### config.mk
export PLATFORM = sky130hd
export DESIGN_NAME = serial_subtractor
export DESIGN_NICKNAME = d
export VERILOG_FILES = /design/src/rtl/serial_subtractor.sv
export SDC_FILE = /design/constraint.sdc
export NUM_CORES = 1
export LEC_CHECK = 0
export ABC_CLOCK_PERIOD_IN_PS = 1500
export CAP_MARGIN = 5
export CORE_UTILIZATION = 49
export DETAILED_ROUTE_END_ITERATION = 16
export PLACE_DENSITY = 0.76
export SLEW_MARGIN = 20
export SYNTH_ARGS = -nofsm -noshare
export SYNTH_HDL_FRONTEND = slang
export SYNTH_SLANG_ARGS = --single-unit
### constraint.sdc
create_clock -name clk -period 1.5 [get_ports clk]
set_input_delay 0.15 -clock clk [delete_from_list [all_inputs] [get_ports clk]]
set_output_delay 0.15 -clock clk [all_outputs]
set_load 0.01 [all_outputs]
### src/rtl/serial_subtractor.sv
// Bit-serial a - b - bin using a single full-subtractor cell, LSB first.
// The difference is assembled in a shift register and published only on completion.
module serial_subtractor #(
   parameter int WIDTH = 4
) (
   input  logic             clk,
   input  logic             rst,
   input  logic             start,
   input  logic [WIDTH-1:0] a,
   input  logic [WIDTH-1:0] b,
   input  logic             bin,
   output logic             busy,
   output logic             done,
   output logic [WIDTH-1:0] diff,
   output logic             bout
);

   localparam int CW = (WIDTH > 2) ? $clog2(WIDTH) : 1;
   localparam logic [CW-1:0] LAST = CW'(WIDTH - 1);

   typedef enum logic [1:0] {IDLE, SHIFT, DONE} state_t;

   state_t           state_q;
   logic [WIDTH-1:0] a_q, b_q, r_q, diff_q;
   logic             br_q, bout_q, busy_q, done_q;
   logic [CW-1:0]    cnt_q;

   logic             x, y, d_bit, br_d;
   logic [WIDTH-1:0] r_d;

   always_comb begin
      x     = a_q[0];
      y     = b_q[0];
      d_bit = x ^ y ^ br_q;
      br_d  = (~x & y) | (~(x ^ y) & br_q);
      r_d   = {d_bit, r_q[WIDTH-1:1]};
   end

   always_ff @(posedge clk or posedge rst) begin
      if (rst) begin
         state_q <= IDLE;
         a_q     <= '0;
         b_q     <= '0;
         r_q     <= '0;
         br_q    <= 1'b0;
         cnt_q   <= '0;
         diff_q  <= '0;
         bout_q  <= 1'b0;
         busy_q  <= 1'b0;
         done_q  <= 1'b0;
      end else begin
         case (state_q)
            IDLE, DONE: begin
               done_q <= 1'b0;
               if (start) begin
                  a_q     <= a;
                  b_q     <= b;
                  br_q    <= bin;
                  cnt_q   <= '0;
                  busy_q  <= 1'b1;
                  state_q <= SHIFT;
               end else begin
                  busy_q  <= 1'b0;
                  state_q <= IDLE;
               end
            end
            SHIFT: begin
               r_q   <= r_d;
               a_q   <= {1'b0, a_q[WIDTH-1:1]};
               b_q   <= {1'b0, b_q[WIDTH-1:1]};
               br_q  <= br_d;
               cnt_q <= cnt_q + CW'(1);
               // Final bit: publish result on the same edge that raises done.
               if (cnt_q == LAST) begin
                  diff_q  <= r_d;
                  bout_q  <= br_d;
                  busy_q  <= 1'b0;
                  done_q  <= 1'b1;
                  state_q <= DONE;
               end
            end
            default: begin
               busy_q  <= 1'b0;
               done_q  <= 1'b0;
               state_q <= IDLE;
            end
         endcase
      end
   end

   assign busy = busy_q;
   assign done = done_q;
   assign diff = diff_q;
   assign bout = bout_q;

endmodule
==> impl_metrics.env, run 1 <==
export IMPL_ys_seq_elements=22
export IMPL_dieWidth_um=46.8
export IMPL_period_share_pct=92.6
export IMPL_crit_fanout=2
export IMPL_crit_arrival_ns=1.24
export IMPL_drc=0
export IMPL_postRouteAntennaNets=0
export IMPL_ys_async_sr_fraction_pct=100
export IMPL_grt_pass1_wl_mm=3.13
export IMPL_slew_viol_final=0
export IMPL_cts_buffer_depth=2
export IMPL_start_util_pct=54.6
export IMPL_cpPeakStageDelay_ns=0.54
export IMPL_tightest_slew_ns=0.339
export IMPL_start_kind="flop"
export IMPL_htreeDepth=1
export IMPL_n_antenna_cell=0
export IMPL_hpwl_mm=1.45
export IMPL_finalSetupTns_ns=0
export IMPL_drt_wirelength_per_cell_um=14.9
export IMPL_numPortBuffers=18
export IMPL_grt_max_degree=23
export IMPL_synth_area_um2=983
export IMPL_synth_top_area_share_pct=56.0
export IMPL_rsz0062_at_grt="false"
export IMPL_clock_sinks=22
export IMPL_setup_violations=0
export IMPL_cts_hold_fix_buffers=0
export IMPL_hold_path_class="input port to async pin"
export IMPL_multi_input_area_um2=360
export IMPL_critical_path_buf_inv_count=1
export IMPL_synth_top_flop_cell="dfrtp_1"
export IMPL_firstDrtPassIters=2
export IMPL_synthTopCellsByArea="dfrtp_1, mux2_2, a21oi_2"
export IMPL_drv_cap=0
export IMPL_fillers=136
export IMPL_final_nets=120
export IMPL_path_clk_slew_ns=0.12
export IMPL_synth_cells=80
export IMPL_power_density_mw_per_mm2=2200
export IMPL_drive_gt1_share_pct=27.6
export IMPL_syn_area_per_cell_um2=12.3
export IMPL_cts_tree="built"
export IMPL_io_pins=19
export IMPL_ir_drop_v=0.00148
export IMPL_synth_edf_count=0
export IMPL_std_cell_rows=15
export IMPL_place_gp_congestion=0.809
export IMPL_yosysSeqAreaShare_pct=56.0
export IMPL_die_y_um=46.8
export IMPL_grt_ovfl_total=0
export IMPL_drt_initial_drc_count=9
export IMPL_grt_usage_pct=21.7
export IMPL_syn_nets=94
export IMPL_power_total_mw=2.78
export IMPL_critical_path_cell_chain="clkdlybuf4s50_1"
export IMPL_yosys_warnings=0
export IMPL_slew_headroom_pct=77.4
export IMPL_root_buffer="clkbuf_4"
export IMPL_via_per_inst=5.17
export IMPL_cp_slowest_cell="clkdlybuf4s50_1"
export IMPL_totalWireLength_mm=1.94
export IMPL_final_setup_skew_ns=0.00824
export IMPL_grt_pass1_vias=713
export IMPL_fin_crit_ns=1.39
export IMPL_crit_type="flop to primary output"
export IMPL_cp_end_kind="primary output"
export IMPL_fmax_ghz=0.720
export IMPL_route_vias_total=672
export IMPL_core_area_mm2=0.00180
export IMPL_clock_latency_ns=0.31
export IMPL_hold_viol=0
export IMPL_cts_buffers=3
export IMPL_cpLargestDelayFamily="buffers and inverters"
export IMPL_fp_dieArea_mm2=0.00219
export IMPL_p_leak_nw=0.579
export IMPL_required_ns=1.35
export IMPL_areaGrowthSynthToFinish_pct=28.5
export IMPL_antenna_found_initial=0
export IMPL_yosysTopAreaCell="dfrtp_1"
export IMPL_status="finished, final reports clean"
export IMPL_final_seq_area_um2=551
export IMPL_synth_distinct_cells=24
[worst paths after layout]
path                              end  slack, ns     from  cells past startpoint
max                           diff[0]       0.11  diff[0]                      1
min                        state_q[1]       0.15      rst                      3
max reg2reg                      br_q       0.13   a_q[0]                      3
min reg2reg                   diff[1]       0.52  diff[1]                      1
max in group asynchronous  state_q[0]       1.13      rst                      3
min in group clk               b_q[2]       0.44     b[2]                      3
[power breakdown]
| part | switching (mW) | internal, mW |
|---|---|---|
| sequential | 0.204 | 0.882 |
| combinational | 0.563 | 0.683 |
| clock | 0.179 | 0.270 |
| total | 0.947 | 1.84 |
[final cells by class]
cell class,count,area share [%]
Sequential cell,22,43.6
Multi-Input combinational cell,44,28.5
Timing Repair Buffer,25,18.3
Inverter,10,2.97
Tap cell,25,2.48
Clock inverter,1,2.38
Clock buffer,3,1.78
[flip-flops by register name, summed over array words and instances, names as in the netlist]
signal,count
a_q,4
b_q,4
diff,4
r_q,3
cnt_q,2
state_q,2
bout,1
br_q,1
busy,1
[synthesized netlist by cell type (2+ instances only)]
cell type  count
inv_1         10
o22ai_1        6
nand3_1        3
dfrtp_1       22
a21oi_2        6
o21ai_0        5
mux2_2         9
mux2i_1        2
buf_6          2
[what timing repair did]
action | in CTS | in global routing
setup endpoints to repair | 1 | 0
buffers inserted | 1 | 0
resized for setup | 1 | 0
[cells by family after synthesis]
kind of cell,count (synthesis),synth area share (%)
DFF,22,56.0
AOI/OAI and AO/OA,21,14.6
buffers and inverters,14,7.38
muxes,11,12.3
and+or+nand+nor,10,6.36
adders and majority gates,2,3.31
[layer usage]
| metal | global-route usage (%) | share of wire, % | routed length (um) | vias to the layer above |
|---|---|---|---|---|
| li1 | - | - | - | 328 |
| met1 | 28.0 | 45 | 876 | 326 |
| met2 | 35.0 | 50 | 965 | 13 |
| met3 | 2.31 | 2.6 | 51 | 5 |
| met4 | 14.3 | 2.3 | 45 | 0 |
| met5 | 0 | 0 | 0 | - |
[per-stage QoR]
step,cells,cell area (um2),hold WS (ns),setup slack [ns],util (%)
after floorplan,80,983,0.139,0.246,-
after global placement,125,1200,0.471,0.162,66.9
after detailed placement,125,1200,0.486,0.141,66.9
after CTS,130,1260,0.153,0.0991,70.1
after global routing,130,1260,0.229,0.0332,70.1
final,130,1260,0.149,0.111,70.1
[cells in the final DEF, fill, tap and decap left out, drive strengths merged, types with 3 or more instances in the layout]
master          n
buf             7
clkdlybuf4s50  17
o22ai           6
dfrtp          22
a21oi           7
mux2            9
clkbuf          3
inv            10
o21ai           5
nand3           3
Power figures use the tool's default switching activity.
==> run 2, diff against run 1 <==
CORE_MARGIN = 2   (was not set)
CORE_UTILIZATION = 43   (was 49)
PLACE_DENSITY = 0.79   (was 0.76)
==> run 2 against run 1 <==
  * Core utilization decreased by 13 points
  * Clock power fell by 27%
  * First-iteration DRC count shrank 44%
  * Global-route usage decreased by 5.3 points
  * Routed wire length down 1.3%
  * Register-to-register slack worse by 0.02 ns
  * Combinational power about the same
  * Sequential power is essentially flat
  * Hold slack worse by 0.0041 ns
  * Power shrank 4.0%
  * Non-clock buffer count did not move
==> impl_metrics.env, run 2 (synthesis results as in run 1) <==
export IMPL_status="finished, final reports clean"
export IMPL_route_vias_total=683
export IMPL_final_setup_skew_ns=0.00559
export IMPL_critical_path_depth=1
export IMPL_firstDrtPassIters=3
export IMPL_fp_dieArea_mm2=0.00269
export IMPL_drc=0
export IMPL_rsz0062_at_grt="false"
export IMPL_grt_ovfl_total=0
export IMPL_drt_initial_drc_count=5
export IMPL_crit_fanout=5
export IMPL_final_nets=120
export IMPL_crit_arrival_ns=1.29
export IMPL_std_cell_rows=17
export IMPL_ir_drop_v=0.00105
export IMPL_fin_crit_ns=1.44
export IMPL_areaGrowthSynthToFinish_pct=27.5
export IMPL_cts_buffer_depth=2
export IMPL_drive_gt1_share_pct=28.6
export IMPL_hold_viol=0
export IMPL_grt_pass1_wl_mm=3.24
export IMPL_postRouteAntennaNets=0
export IMPL_drt_wirelength_per_cell_um=14.4
export IMPL_reg2regPathDepth=3
export IMPL_cpLargestDelayFamily="buffers and inverters"
export IMPL_cp_slowest_cell="clkdlybuf4s50_1"
export IMPL_dieWidth_um=51.8
export IMPL_period_share_pct=96.1
export IMPL_path_clk_slew_ns=0.12
export IMPL_die_y_um=51.8
export IMPL_core_area_mm2=0.00219
export IMPL_via_per_inst=5.14
export IMPL_finalSetupTns_ns=0
export IMPL_clock_latency_ns=0.31
export IMPL_fmax_ghz=0.694
export IMPL_numPortBuffers=18
export IMPL_p_leak_nw=0.566
export IMPL_htreeDepth=1
export IMPL_place_gp_congestion=0.722
export IMPL_hpwl_mm=1.36
export IMPL_grt_pass1_vias=703
export IMPL_cp_end_kind="primary output"
export IMPL_n_antenna_cell=0
export IMPL_critical_path_cell_chain="clkdlybuf4s50_1"
export IMPL_layout_setup_ws_ns=0.0580
export IMPL_power_density_mw_per_mm2=2130
export IMPL_antenna_found_initial=0
export IMPL_tightest_slew_ns=0.311
export IMPL_dpl_worst_slack_ns=0.137
export IMPL_totalWireLength_mm=1.91
export IMPL_final_cell_mix="dfrtp_1, clkdlybuf4s50_1, inv_1, mux2_2, buf_4"
export IMPL_grt_max_degree=23
export IMPL_crit_type="flop to primary output"
export IMPL_slew_headroom_pct=79.2
export IMPL_cts_hold_fix_buffers=0
export IMPL_start_util_pct=44.9
export IMPL_io_pins=19
export IMPL_critical_path_buf_inv_count=1
export IMPL_start_kind="flop"
export IMPL_required_ns=1.35
export IMPL_cts_tree="built"
export IMPL_setup_violations=0
export IMPL_hold_path_class="input port to async pin"
export IMPL_mostFrequentLayoutCell="dfrtp_1"
export IMPL_drv_cap=0
export IMPL_cpPeakStageDelay_ns=0.56
export IMPL_clock_sinks=22
export IMPL_root_buffer="clkbuf_4"
export IMPL_grt_usage_pct=16.5
export IMPL_slew_viol_final=0
export IMPL_cts_buffers=3
-- run 2: cell count changes in the layout (fill, tap and decap cells not counted) --
cell / change
bufinv_16: -1
clkbuf_8: +1
clkdlybuf4s50_1: +1
dfrtp_1: -1
dfrtp_2: +1
dlygate4sd2_1: -1
-- run 2: routing by layer --
layer	share of wire, %	wire (um)	up-vias	track usage [%]
met2	51	981	16	29.1
met5	0	0	-	0
met3	4.1	79	2	3.16
met4	0.89	17	0	3.95
met1	44	834	339	20.7
li1	-	-	326	-
-- run 2: report_power, final --
group          total, mW  switching (mW)  internal [mW]
clock network      0.330           0.182          0.148
logic               1.28           0.585          0.693
registers           1.06           0.179          0.884
-- run 2: final cells by class --
class | instances | area, um2
sequential | 22 | 552
clock buffer | 4 | 36.3
tap | 28 | 35.0
timing repair buffer | 25 | 233
multi-input combinational | 44 | 360
inverter | 10 | 37.5
fill | 194 | 937
-- run 2: through the flow --
| step | hold slack (ns) | instances | instance area [um2] | total power [mW] | utilization (%) |
|---|---|---|---|---|---|
| floorplan | 0.139 | 80 | 983 | 1.93 | - |
| global placement | 0.482 | 127 | 1200 | 2.27 | 54.8 |
| detailed placement | 0.494 | 127 | 1200 | 2.34 | 54.8 |
| CTS | 0.166 | 131 | 1240 | 2.68 | 56.5 |
| global route | 0.202 | 133 | 1250 | 2.90 | 57.2 |
| finish | 0.145 | 133 | 1250 | 2.67 | 57.2 |
-- run 2: worst paths after layout --
path                            startpoint    endpoint  slack (ns)
worst max-delay path            state_q[1]        done        0.06
worst min-delay path                   rst    cnt_q[1]        0.14
worst max register to register    cnt_q[0]     diff[3]        0.11
worst min register to register        bout        bout        0.51
max in group asynchronous              rst  state_q[1]        1.12
min in group clk                      b[2]      b_q[2]        0.45
-- run 2: repair_timing --
item | in CTS | in global routing
gates resized for setup | 1 | 0
endpoints found under the setup margin | 1 | 1
pin swaps | 0 | 0
buffers inserted | 0 | 2
gates cloned | 0 | 0
